===== config.mk =====
export PLATFORM = sky130hd
export DESIGN_NAME = pad_sync_filter
export DESIGN_NICKNAME = d
export VERILOG_FILES = /design/src/rtl/pad_sync_filter.sv
export SDC_FILE = /design/constraint.sdc
export NUM_CORES = 1
export LEC_CHECK = 0
export CORE_AREA = 2 2 39 41
export CTS_CLUSTER_SIZE = 8
export DETAILED_ROUTE_END_ITERATION = 8
export DIE_AREA = 0 0 41 43
export HOLD_SLACK_MARGIN = 0.08
export PLACE_DENSITY = 0.58
export SLEW_MARGIN = 30
export SYNTH_ARGS = -nofsm -noshare
export SYNTH_HDL_FRONTEND = slang
export SYNTH_SLANG_ARGS = --single-unit

===== constraint.sdc =====
create_clock -name CLK -period 2.5 [get_ports CLK]
set_input_delay 0.375 -clock CLK [delete_from_list [all_inputs] [get_ports CLK]]
set_output_delay 0.375 -clock CLK [all_outputs]
set_load 0.02 [all_outputs]

===== src/rtl/pad_sync_filter.sv =====
// -----------------------------------------------------------------------------
// pad_sync_filter
//   Input-conditioning stage placed in front of the pad buffer cells.
//   The asynchronous pad input A is brought into the CLK domain through a
//   SYNC_STAGES-deep synchroniser. A new level is accepted onto Z only after it
//   has held for FILTER_CYCLES CE-qualified clocks. One-cycle RISE/FALL strobes
//   mark the cycle in which Z takes its new value.
//
// Parameters
//   SYNC_STAGES    synchroniser depth, 2..4
//   FILTER_CYCLES  CE-qualified cycles a new level must hold, 1..65535
//   RESET_VAL      reset value of the synchroniser flops and of Z
//
// Ports
//   CLK         in   clock, rising edge
//   RST         in   asynchronous active-high reset
//   CE          in   filter clock enable (the synchroniser ignores it)
//   A           in   asynchronous raw pad input
//   Z           out  filtered level
//   RISE        out  one-cycle pulse when Z becomes 1
//   FALL        out  one-cycle pulse when Z becomes 0
//   BUSY        out  a candidate level is being qualified
//   CLR_GLITCH  in   (optional) synchronous clear of GLITCH_CNT
//   GLITCH_CNT  out  (optional) saturating count of rejected candidates
//
// Optional feature macro: PAD_SYNC_FILTER_GLITCH_CNT_EN
//   When defined, adds CLR_GLITCH / GLITCH_CNT and the rejected-glitch counter.
//   Z/RISE/FALL/BUSY timing is the same in both builds.
// -----------------------------------------------------------------------------
module pad_sync_filter #(
  parameter int   SYNC_STAGES   = 2,
  parameter int   FILTER_CYCLES = 4,
  parameter logic RESET_VAL     = 1'b0
) (
  input  logic       CLK,
  input  logic       RST,
  input  logic       CE,
  input  logic       A,
`ifdef PAD_SYNC_FILTER_GLITCH_CNT_EN
  input  logic       CLR_GLITCH,
  output logic [7:0] GLITCH_CNT,
`endif
  output logic       Z,
  output logic       RISE,
  output logic       FALL,
  output logic       BUSY
);

  // Counter only ever reaches FILTER_CYCLES-1, so this width never wraps.
  localparam int CW = $clog2(FILTER_CYCLES + 1);
  localparam logic [CW-1:0] CNT_LAST = CW'(FILTER_CYCLES - 1);

  typedef enum logic {
    STABLE  = 1'b0,
    QUALIFY = 1'b1
  } state_e;

  logic [SYNC_STAGES-1:0] sync_q, sync_d;
  logic [CW-1:0]          cnt_q, cnt_d;
  state_e                 state_q, state_d;
  logic                   z_q, z_d;
  logic                   rise_q, rise_d;
  logic                   fall_q, fall_d;
  logic                   s;

  // Synchronised sample is the oldest stage of the shift chain.
  assign s = sync_q[SYNC_STAGES-1];

  // Synchroniser shift: runs every clock, independent of CE.
  always_comb begin
    sync_d = {sync_q[SYNC_STAGES-2:0], A};
  end

  // Filter next-state: hold/reject, accept, or keep counting.
  always_comb begin
    state_d = state_q;
    cnt_d   = cnt_q;
    z_d     = z_q;
    rise_d  = 1'b0;
    fall_d  = 1'b0;
    if (CE) begin
      if (s == z_q) begin
        // Level matches output again: any candidate is silently abandoned.
        cnt_d   = {CW{1'b0}};
        state_d = STABLE;
      end else if (cnt_q == CNT_LAST) begin
        // Candidate has held long enough; with FILTER_CYCLES=1 this fires at cnt 0.
        z_d     = s;
        cnt_d   = {CW{1'b0}};
        state_d = STABLE;
        rise_d  = s;
        fall_d  = ~s;
      end else begin
        cnt_d   = cnt_q + {{(CW-1){1'b0}}, 1'b1};
        state_d = QUALIFY;
      end
    end else begin
      // Frozen while CE is low; strobes are forced off by the defaults.
      cnt_d   = cnt_q;
      state_d = state_q;
    end
  end

  // State registers with asynchronous reset.
  always_ff @(posedge CLK or posedge RST) begin
    if (RST) begin
      sync_q  <= {SYNC_STAGES{RESET_VAL}};
      cnt_q   <= {CW{1'b0}};
      state_q <= STABLE;
      z_q     <= RESET_VAL;
      rise_q  <= 1'b0;
      fall_q  <= 1'b0;
    end else begin
      sync_q  <= sync_d;
      cnt_q   <= cnt_d;
      state_q <= state_d;
      z_q     <= z_d;
      rise_q  <= rise_d;
      fall_q  <= fall_d;
    end
  end

  assign Z    = z_q;
  assign RISE = rise_q;
  assign FALL = fall_q;
  // QUALIFY is held exactly when cnt != 0.
  assign BUSY = (state_q == QUALIFY);

`ifdef PAD_SYNC_FILTER_GLITCH_CNT_EN
  logic [7:0] glitch_q, glitch_d;
  logic       reject_s;

  // A rejection is a matching sample arriving while a candidate was counting.
  assign reject_s = CE && (s == z_q) && (cnt_q != {CW{1'b0}});

  // Glitch counter next value: clear wins, then saturating increment.
  always_comb begin
    glitch_d = glitch_q;
    if (CLR_GLITCH) begin
      glitch_d = 8'd0;
    end else if (reject_s && (glitch_q != 8'hFF)) begin
      glitch_d = glitch_q + 8'd1;
    end else begin
      glitch_d = glitch_q;
    end
  end

  // Glitch counter register.
  always_ff @(posedge CLK or posedge RST) begin
    if (RST) begin
      glitch_q <= 8'd0;
    end else begin
      glitch_q <= glitch_d;
    end
  end

  assign GLITCH_CNT = glitch_q;
`endif

endmodule


Word-level counts from Yosys, hierarchy flattened
Index checks and enable logic that the tools add are counted.
{"block": "totals", "out_inout_bits": 4, "register_bits": 9, "elab_cells": 22}
{"block": "op_classes", "n_addsub": 1, "eq_ne": 2, "bitwise_logic": 2, "muxes": 10, "reduce_logical": 1}
{"op": "1-bit two-way mux", "n": 8}
{"op": "3-bit two-way mux", "n": 2}
{"op": "3-bit by 1-bit adder with 3-bit output (second input constant)", "n": 1}
{"op": "3-bit by 2-bit == test with 1-bit output (second input constant)", "n": 1}
{"op": "3-bit AND reduction", "n": 1}
{"op": "1-bit NOT", "n": 2}
{"op": "1-bit == test", "n": 1}

Depth between registers and ports, before layout
Gate-level depths: netlist of run 1.
{"block": "depth", "depth_word": 4, "mapped_depth": 3, "mapped_depth_nobuf": 3}

Worst setup path before layout of run 1
OpenSTA, ideal clock, no wires.
{"block": "synth_path", "path_type": "register to register", "start": "register cnt_q[0]", "end": "register z_q, in the netlist Z", "arrival_time_ns": 0.978, "path_stages_with_launch": 4, "path_slack_ns": 1.397, "period_less_slack_ns": 1.103, "n_path_buf": 0, "path_cell_list": "dfrtp_1 ha_1 nand3b_2 mux2_4"}
{"block": "synth_via", "elab_chain_len": 2}
{"item": "from (decl)", "line_no": "59", "source": "logic [CW-1:0] cnt_q, cnt_d;"}
{"item": "from (signal assigned)", "line_no": "108", "source": "cnt_q <= {CW{1'b0}};"}
{"item": "from (signal assigned)", "line_no": "115", "source": "cnt_q <= cnt_d;"}
{"item": "3-bit by 2-bit == test with 1-bit output", "line_no": "86", "source": "end else if (cnt_q == CNT_LAST) begin"}
{"item": "3-bit AND reduction (no source line)"}
{"item": "to (signal assigned)", "line_no": "117", "source": "z_q <= z_d;"}
{"item": "to (decl)", "line_no": "61", "source": "logic z_q, z_d;"}
Every way passes these cells.
A chain may end at the register's enable or synchronous reset.

Worst setup path after layout of run 1
{"block": "layout_path", "start": "register z_q, in the netlist Z", "end": "output Z"}
{"item": "to (decl)", "line_no": "43", "source": "output logic Z,"}
No word-level cell between the ends.

==> flow_summary.ini, run 1 <==
[run_status]
outcome = complete, no violations

[finish]
drive_above_1_share = 0.184
n_antenna_cell = 0
synthToLayoutAreaGrowth_pct = 31.0
nets = 44
fin_cells = 54

[clocking]
htree_levels = 1
cts_num_sinks = 9
clock_latency_ns = 0.26
clock_path_buffers = 2
ctsHoldBuffers = 0
clk_pin_slew_worst_paths_ns = 0.06
numCtsBuffers = 3
cts_resized = 0
cts_tree = done
ctsRootBufferMaster = clkbuf_4
post_cts_buffers = 0

[sta]
drv_slew = 0
final_hold_viol_count = 0
relSlewSlack = 0.710
worst_pin_slew_ns = 0.432
fmax_mhz = 593
finalSetupTns_ns = 0
final.setup_skew_ns = 0.00684
min_period_ns = 1.69
rsz0062_at_grt = no
min_period_over_period = 0.674
setup_violations = 0

[critical_path]
rr_worst_depth = 3
slowest_delay_ns = 0.64
critical_path.cell_chain = clkdlybuf4s50_1
worstReg2RegEnd = Z
end_kind = output port
cp_max_fo = 5
crit_family = buffers and inverters
r2r_slack_ns = 1.32
cp-start-kind = flip-flop
path_buf_inv = 1
crit_arrival_ns = 1.31
cp_slowest_cell = clkdlybuf4s50_1
cp.required_ns = 2.12
worstReg2RegStart = cnt_q[0]
crit_type = flip-flop to output port

[yosys]
synth_area_sq_um = 375
postSynthAreaPerCell_sq_um = 13.9
synth_top_area_share = 0.600
yosys_warnings = 0
syn_nets = 32
synth_area_leaders = dfrtp_1 60%, o31ai_2 6.7%, nand2b_1 5.0%
synth_cell_types = 13
ys_seq_area_frac = 0.600
ys_ff_latch = 9
yosysTopAreaCell = dfrtp_1
synth_cells = 27

[drt]
dr.pass1.iters = 1
viasPerCell = 4.50
routedWlPerCell_microns = 12.0
vias = 243
route.detailed.drc = 0
wl_microns = 647
ant_nets = 0
drtIter0Drc = 0

[global_route]
grt_usage = 0.104
grt_pass1_vias = 261
grt_pass1_wl_microns = 1080
antenna_found_initial = 0
grt_max_degree = 10
overflow = 0

[placement]
place_inst = 50
post-dp-hpwl_microns = 478
numPortBuffers = 7
place.gp.congestion = 0.646

[power_and_ir_drop]
p_leak_nw = 0.220
switching_share = 0.316
pwr-share-comb = 0.332
power.switching_mw = 0.156
vdd_drop_max_mv = 0.437
total_power_mw = 0.491
pwr-share-clk = 0.229
p_int_mw = 0.336
pwr-share-seq = 0.439
powerDensity_nw_per_um2 = 999

[die]
die_h_microns = 43
initial_core_util = 0.271
coreArea_sq_um = 1380
ios = 8
die_area_sq_um = 1760
fp.dieW_microns = 41
num_rows = 14

[hold_path]
hold_end = sync_q[1]
hold-path-cell-count = 0
hold_class = flip-flop to flip-flop
hp-start = sync_q[0]

[run]
drv_cap = 0
cells by family (layout without fill, tap and decap cells):
| family | count (synthesis) | in the layout | synth area share |
|---|---|---|---|
| DFF | 9 | 9 | 0.600 |
| and+or+nand+nor | 9 | 9 | 0.170 |
| AOI/OAI and AO/OA | 4 | 4 | 0.113 |
| buffers and inverters | 2 | 13 | 0.0200 |
| adders and majority gates | 1 | 1 | 0.0333 |
| xor gates and xnor gates | 1 | 1 | 0.0233 |
| muxes | 1 | 1 | 0.0400 |
cell usage in the layout, fill, tap and decap left out:
cell type        n
nand3b_2         1
or2b_1           1
clkbuf_1         1
and2b_1          1
nand2b_1         3
o2bb2ai_1        2
o31ai_2          2
dfrtp_1          9
nor3b_1          2
xnor2_1          1
inv_1            2
ha_1             1
clkbuf_4         3
clkdlybuf4s50_1  7
mux2_4           1
nand2_1          1
per-stage QoR:
| stage | worst slack [ns] | hold slack (ns) | util | cell area [sq um] |
|---|---|---|---|---|
| 2_1_floorplan | 1.40 | 0.203 | - | 375 |
| 3_3_place_gp | 0.993 | 0.346 | 0.336 | 465 |
| 3_5_place_dp | 0.952 | 0.336 | 0.336 | 465 |
| 4_1_cts | 0.801 | 0.350 | 0.355 | 492 |
| 5_1_grt | 0.747 | 0.362 | 0.355 | 492 |
| 6_report | 0.815 | 0.349 | 0.355 | 492 |
area by class of cell:
class | count | area [sq um]
Fill cell | 144 | 892
Clock buffer | 4 | 26.3
Tap cell | 16 | 20.0
Sequential cell | 9 | 225
Timing Repair Buffer | 7 | 70.1
Multi-Input combinational cell | 16 | 143
Inverter | 2 | 7.51
registers in the layout (all words and copies together) (netlist names):
register / cells
RISE: 1
cnt_q: 3
BUSY: 1
FALL: 1
sync_q: 2
Z: 1
power groups by stage:
stage               clock network, mW  registers [mW]  logic [mW]
floorplan                           0           0.231      0.0926
global placement                    0           0.215       0.161
detailed placement                  0           0.219       0.165
CTS                             0.118           0.216       0.166
global route                    0.126           0.222       0.177
finish                          0.112           0.216       0.163
cells in the mapped netlist:
cell and number:
and2b_1 1, dfrtp_1 9, ha_1 1, inv_1 2, mux2_4 1, nand2_1 1
nand2b_1 3, nand3b_2 1, nor3b_1 2, o2bb2ai_1 2, o31ai_2 2, or2b_1 1
xnor2_1 1
metal layers:
| metal | global-route usage | up-vias | wire length [microns] |
|---|---|---|---|
| met5 | 0 | - | 0 |
| met4 | 0.0800 | 0 | 17 |
| met3 | 0.0785 | 5 | 51 |
| met2 | 0.147 | 9 | 317 |
| met1 | 0.0940 | 115 | 262 |
| li1 | - | 114 | - |
worst max path at each step:
| stage | startpoint | end | slack, ns | cells after the start |
|---|---|---|---|---|
| CTS | Z | Z | 0.80 | 1 |
| floorplan | cnt_q[0] | Z | 1.40 | 3 |
| global route | Z | Z | 0.75 | 1 |
| global placement | CE | Z | 0.99 | 3 |
| finish | Z | Z | 0.81 | 1 |
| detailed placement | CE | Z | 0.95 | 3 |
Power figures use the tool's default switching activity.
==> run 2: changes to the inputs <==
--- a/config.mk
+++ b/config.mk
@@ -10,7 +10,7 @@
 export DETAILED_ROUTE_END_ITERATION = 8
 export DIE_AREA = 0 0 41 43
 export HOLD_SLACK_MARGIN = 0.08
-export PLACE_DENSITY = 0.58
+export PLACE_DENSITY = 0.6
 export SLEW_MARGIN = 30
 export SYNTH_ARGS = -nofsm -noshare
 export SYNTH_HDL_FRONTEND = slang
==> constraint.sdc (replaced) <==
create_clock -name CLK -period 1.45 [get_ports CLK]
set_input_delay 0.2175 -clock CLK [delete_from_list [all_inputs] [get_ports CLK]]
set_output_delay 0.2175 -clock CLK [all_outputs]
set_load 0.02 [all_outputs]
==> run 2 against run 1 <==
Sequential power up 71%. Worst hold slack worse by 0.14 ns. Clock skew down 0.0041 ns. Sequential share of layout area down 0.58 points. Worst setup slack worse by 0.61 ns. Critical path depth unchanged. Core utilization up 0.45 points. Highest routed layer unchanged.
==> flow_summary.ini, run 2 (same netlist as run 1, synthesis figures left out) <==
[finish]
mostFrequentLayoutCell = dfrtp_1
post-route-util = 0.360
synthToLayoutAreaGrowth_pct = 32.7
regMostFlops = cnt_q
nets = 44
n_antenna_cell = 0
mostFrequentLayoutCells = 9 x dfrtp_1, 3 x nand2b_1, 3 x clkbuf_4, 3 x clkdlybuf4s50_1, 3 x dlymetal6s2s_1
fill_cells = 135
regArea_sq_um = 225
drive_above_1_share = 0.184
reg_top3 = cnt_q x3, sync_q x2
multi_input_area_sq_um = 143
largest_register_ffs = 3

[clocking]
cts_tree = done
clock_path_buffers = 2
post_cts_buffers = 0
ctsHoldBuffers = 0
cts_num_sinks = 9
numCtsBuffers = 3
htree_levels = 1
ctsRootBufferMaster = clkbuf_4
clock_latency_ns = 0.26
clk_pin_slew_worst_paths_ns = 0.06

[power_and_ir_drop]
p_leak_nw = 0.271
pwr-share-seq = 0.450
switching_share = 0.312
pwr-share-clk = 0.227
vdd_drop_max_mv = 0.707
pwr-share-comb = 0.323
p_int_mw = 0.566
power.switching_mw = 0.257
powerDensity_nw_per_um2 = 1650

[global_route]
antenna_found_initial = 0
overflow = 0
grt_pass1_wl_microns = 1120
grt_max_degree = 10
grt_pass1_vias = 249
grt_usage = 0.104

[die]
fp.dieW_microns = 41
die_h_microns = 43
num_rows = 14
ios = 8
initial_core_util = 0.271
die_area_sq_um = 1760
coreArea_sq_um = 1380

[placement]
place.gp.congestion = 0.579
numPortBuffers = 7
post-dp-hpwl_microns = 500

[critical_path]
path_buf_inv = 1
worstReg2RegEnd = Z
critical_path.cell_chain = dlygate4sd2_1
r2r_slack_ns = 0.28
cp-start-kind = flip-flop
cp.required_ns = 1.23
cp_max_fo = 5
cp_slowest_cell = dfrtp_1
end_kind = output port
crit_arrival_ns = 1.02
rr_worst_depth = 3
crit_type = flip-flop to output port
worstReg2RegStart = cnt_q[0]
crit_family = flip-flops
slowest_delay_ns = 0.41

[run]
drv_cap = 0

[sta]
finalSetupTns_ns = 0
relSlewSlack = 0.714
final_hold_viol_count = 0
setup_violations = 0
final.setup_skew_ns = 0.00270
worst_pin_slew_ns = 0.426
min_period_over_period = 0.855
drv_slew = 0
min_period_ns = 1.24
rsz0062_at_grt = no
fmax_mhz = 806

[drt]
ant_nets = 0
routedWlPerCell_microns = 11.4
route.detailed.drc = 0
wl_microns = 617
dr.pass1.iters = 1
drtIter0Drc = 0
viasPerCell = 4.50
vias = 243

[run_status]
outcome = complete, no violations

[hold_path]
hold_class = primary input to asynchronous set/reset pin
-- run 2: timing repair --
action                     in CTS  in global routing
setup endpoints to repair       1                  3
gates cloned                    0                  0
resized for setup               1                  3
-- run 2: final cells by class --
class | instances | area share
Clock buffer | 4 | 0.0528
Inverter | 2 | 0.0151
Multi-Input combinational cell | 16 | 0.286
Sequential cell | 9 | 0.452
Tap cell | 16 | 0.0402
Timing Repair Buffer | 7 | 0.153
-- run 2: worst max-delay path by stage --
stage                   from    to  slack [ns]  cells after the start
floorplan           cnt_q[0]     Z        0.35                      3
global placement          CE     Z        0.09                      3
detailed placement        CE     Z        0.07                      3
CTS                     BUSY  BUSY       0.007                      1
global route               Z     Z        0.16                      1
finish                     Z     Z        0.21                      1
-- run 2: through the flow --
stage               area (sq um)  setup slack (ns)  hold WS [ns]  std cells  power, mW
detailed placement           465            0.0719         0.343         50      0.660
finish                       498             0.210         0.206         54      0.823
CTS                          490           0.00736         0.217         54      0.843
global route                 498             0.158         0.233         54      0.888
floorplan                    375             0.347        0.0454         27      0.558
global placement             465            0.0923         0.340         50      0.646
-- run 2: power groups by stage --
stage / Combinational [mW] / Clock [mW] / Sequential, mW
2_1_floorplan: 0.160 / 0 / 0.399
3_3_place_gp: 0.275 / 0 / 0.371
3_5_place_dp: 0.282 / 0 / 0.377
4_1_cts: 0.276 / 0.194 / 0.373
5_1_grt: 0.294 / 0.211 / 0.383
6_report: 0.266 / 0.187 / 0.370
-- run 2: routing by layer --
| metal | share of wire | up-vias | track usage |
|---|---|---|---|
| met4 | 0.029 | 0 | 0.0800 |
| li1 | - | 114 | - |
| met5 | 0 | - | 0 |
| met2 | 0.50 | 10 | 0.122 |
| met1 | 0.36 | 117 | 0.125 |
| met3 | 0.11 | 2 | 0.0733 |
==> run 3: changes to the inputs <==
--- a/config.mk
+++ b/config.mk
@@ -11,6 +11,7 @@
 export DIE_AREA = 0 0 41 43
 export HOLD_SLACK_MARGIN = 0.08
 export PLACE_DENSITY = 0.6
+export SETUP_SLACK_MARGIN = 0.05
 export SLEW_MARGIN = 30
 export SYNTH_ARGS = -nofsm -noshare
 export SYNTH_HDL_FRONTEND = slang
==> run 3 against run 2 <==
Maximum frequency hardly changed. Power is 1.0% lower. Cell area is 2.3% lower. Sequential cell count stayed put. Wire length is 1.1% lower. Die area stayed put. First-iteration DRC count is 1 higher.
==> flow_summary.ini, run 3 (same netlist as run 1, synthesis figures left out) <==
[run_status]
outcome = complete, no violations

[placement]
place.gp.congestion = 0.579
post-dp-hpwl_microns = 500
place_inst = 50
numPortBuffers = 7
dpl_cell_area_sq_um = 465
pre_cts_ws_ns = 0.0719

[clocking]
cts_tree = done
clock_path_buffers = 2
htree_levels = 1
ctsHoldBuffers = 0
cts_resized = 4
numCtsBuffers = 3
ctsRootBufferMaster = clkbuf_4
post_cts_buffers = 0
clk_pin_slew_worst_paths_ns = 0.06
clock_latency_ns = 0.26
cts_num_sinks = 9

[drt]
highest_layer = met4
wl_met3_microns = 69
viasPerCell = 4.50
dr.pass1.iters = 4
wl_met2_microns = 304
ant_nets = 0
wl_microns = 610
vias = 243
routedWlPerCell_microns = 11.3
route.detailed.drc = 0
met1_length_microns = 217
drtIter0Drc = 1

[power_and_ir_drop]
pwr-share-clk = 0.228
powerDensity_nw_per_um2 = 1670
switching_share = 0.314
pwr-share-comb = 0.317
p_int_mw = 0.559
total_power_mw = 0.814
vdd_drop_max_mv = 0.700
pwr-share-seq = 0.454
p_leak_nw = 0.234
power.switching_mw = 0.256

[finish]
largest_register_ffs = 3
drive_above_1_share = 0.184
synthToLayoutAreaGrowth_pct = 29.7
n_antenna_cell = 0
nets = 44
mostFrequentLayoutCells = 9 x dfrtp_1, 4 x dlygate4sd2_1, 3 x nand2b_1, 3 x clkbuf_4, 3 x clkdlybuf4s50_1
mostFrequentLayoutCell = dfrtp_1
fill_cells = 136
reg_top3 = cnt_q x3, sync_q x2
final_area_sq_um = 487
fin_cells = 54
post-route-util = 0.352
regMostFlops = cnt_q

[critical_path]
path_depth = 1
end_kind = output port
path_buf_inv = 1
crit_family = flip-flops
rr_worst_depth = 3
crit_arrival_ns = 1.02
worstReg2RegStart = cnt_q[0]
cp_slowest_cell = dfrtp_1
critical_path.cell_chain = dlygate4sd2_1
cp-start-kind = flip-flop
worstReg2RegEnd = Z
crit_type = flip-flop to output port
r2r_slack_ns = 0.28
slowest_delay_ns = 0.41
cp.required_ns = 1.23
cp_max_fo = 5

[global_route]
grt_pass1_wl_microns = 1120
antenna_found_initial = 0
overflow = 0
grt_usage = 0.104
grt_pass1_vias = 249
grt_max_degree = 10

[die]
die_area_sq_um = 1760
coreArea_sq_um = 1380
ios = 8
die_h_microns = 43
num_rows = 14
initial_core_util = 0.271
fp.dieW_microns = 41

[sta]
rsz0062_at_grt = no
min_period_over_period = 0.855
fmax_mhz = 807
final.setup_skew_ns = 0.00275
final_hold_viol_count = 0
whs_ns = 0.207
setup_violations = 0
min_period_ns = 1.24
worst_pin_slew_ns = 0.426
finalSetupTns_ns = 0
fin_ws_ns = 0.211
drv_slew = 0
relSlewSlack = 0.714

[hold_path]
hold_class = primary input to asynchronous set/reset pin

[run]
drv_cap = 0
==> run 3: final cells by class <==
cell class	count	area (sq um)	share of cell area
multi-input cells	16	143	0.293
well taps	16	20.0	0.0411
clock buffers	4	26.3	0.0540
flip-flops and latches	9	225	0.463
repair buffers	7	65.1	0.134
inverters	2	7.51	0.0154
==> run 3: worst max-delay path by stage <==
stage / from / end / slack [ns]
after floorplan: cnt_q[0] / Z / 0.35
after global placement: CE / Z / 0.09
after detailed placement: CE / Z / 0.07
after CTS: Z / Z / 0.20
after global routing: Z / Z / 0.16
final: Z / Z / 0.21
==> run 3: per-layer routing <==
layer	vias up	GRT usage
li1	113	-
met3	2	0.0733
met1	118	0.125
met4	0	0.0800
met5	-	0
met2	10	0.122
==> run 3: power groups by stage <==
stage                     clock [mW]  combinational, mW  sequential (mW)
after floorplan                    0              0.160            0.399
after global placement             0              0.275            0.371
after detailed placement           0              0.282            0.377
after CTS                      0.194              0.266            0.372
after global routing           0.211              0.287            0.383
final                          0.186              0.258            0.370
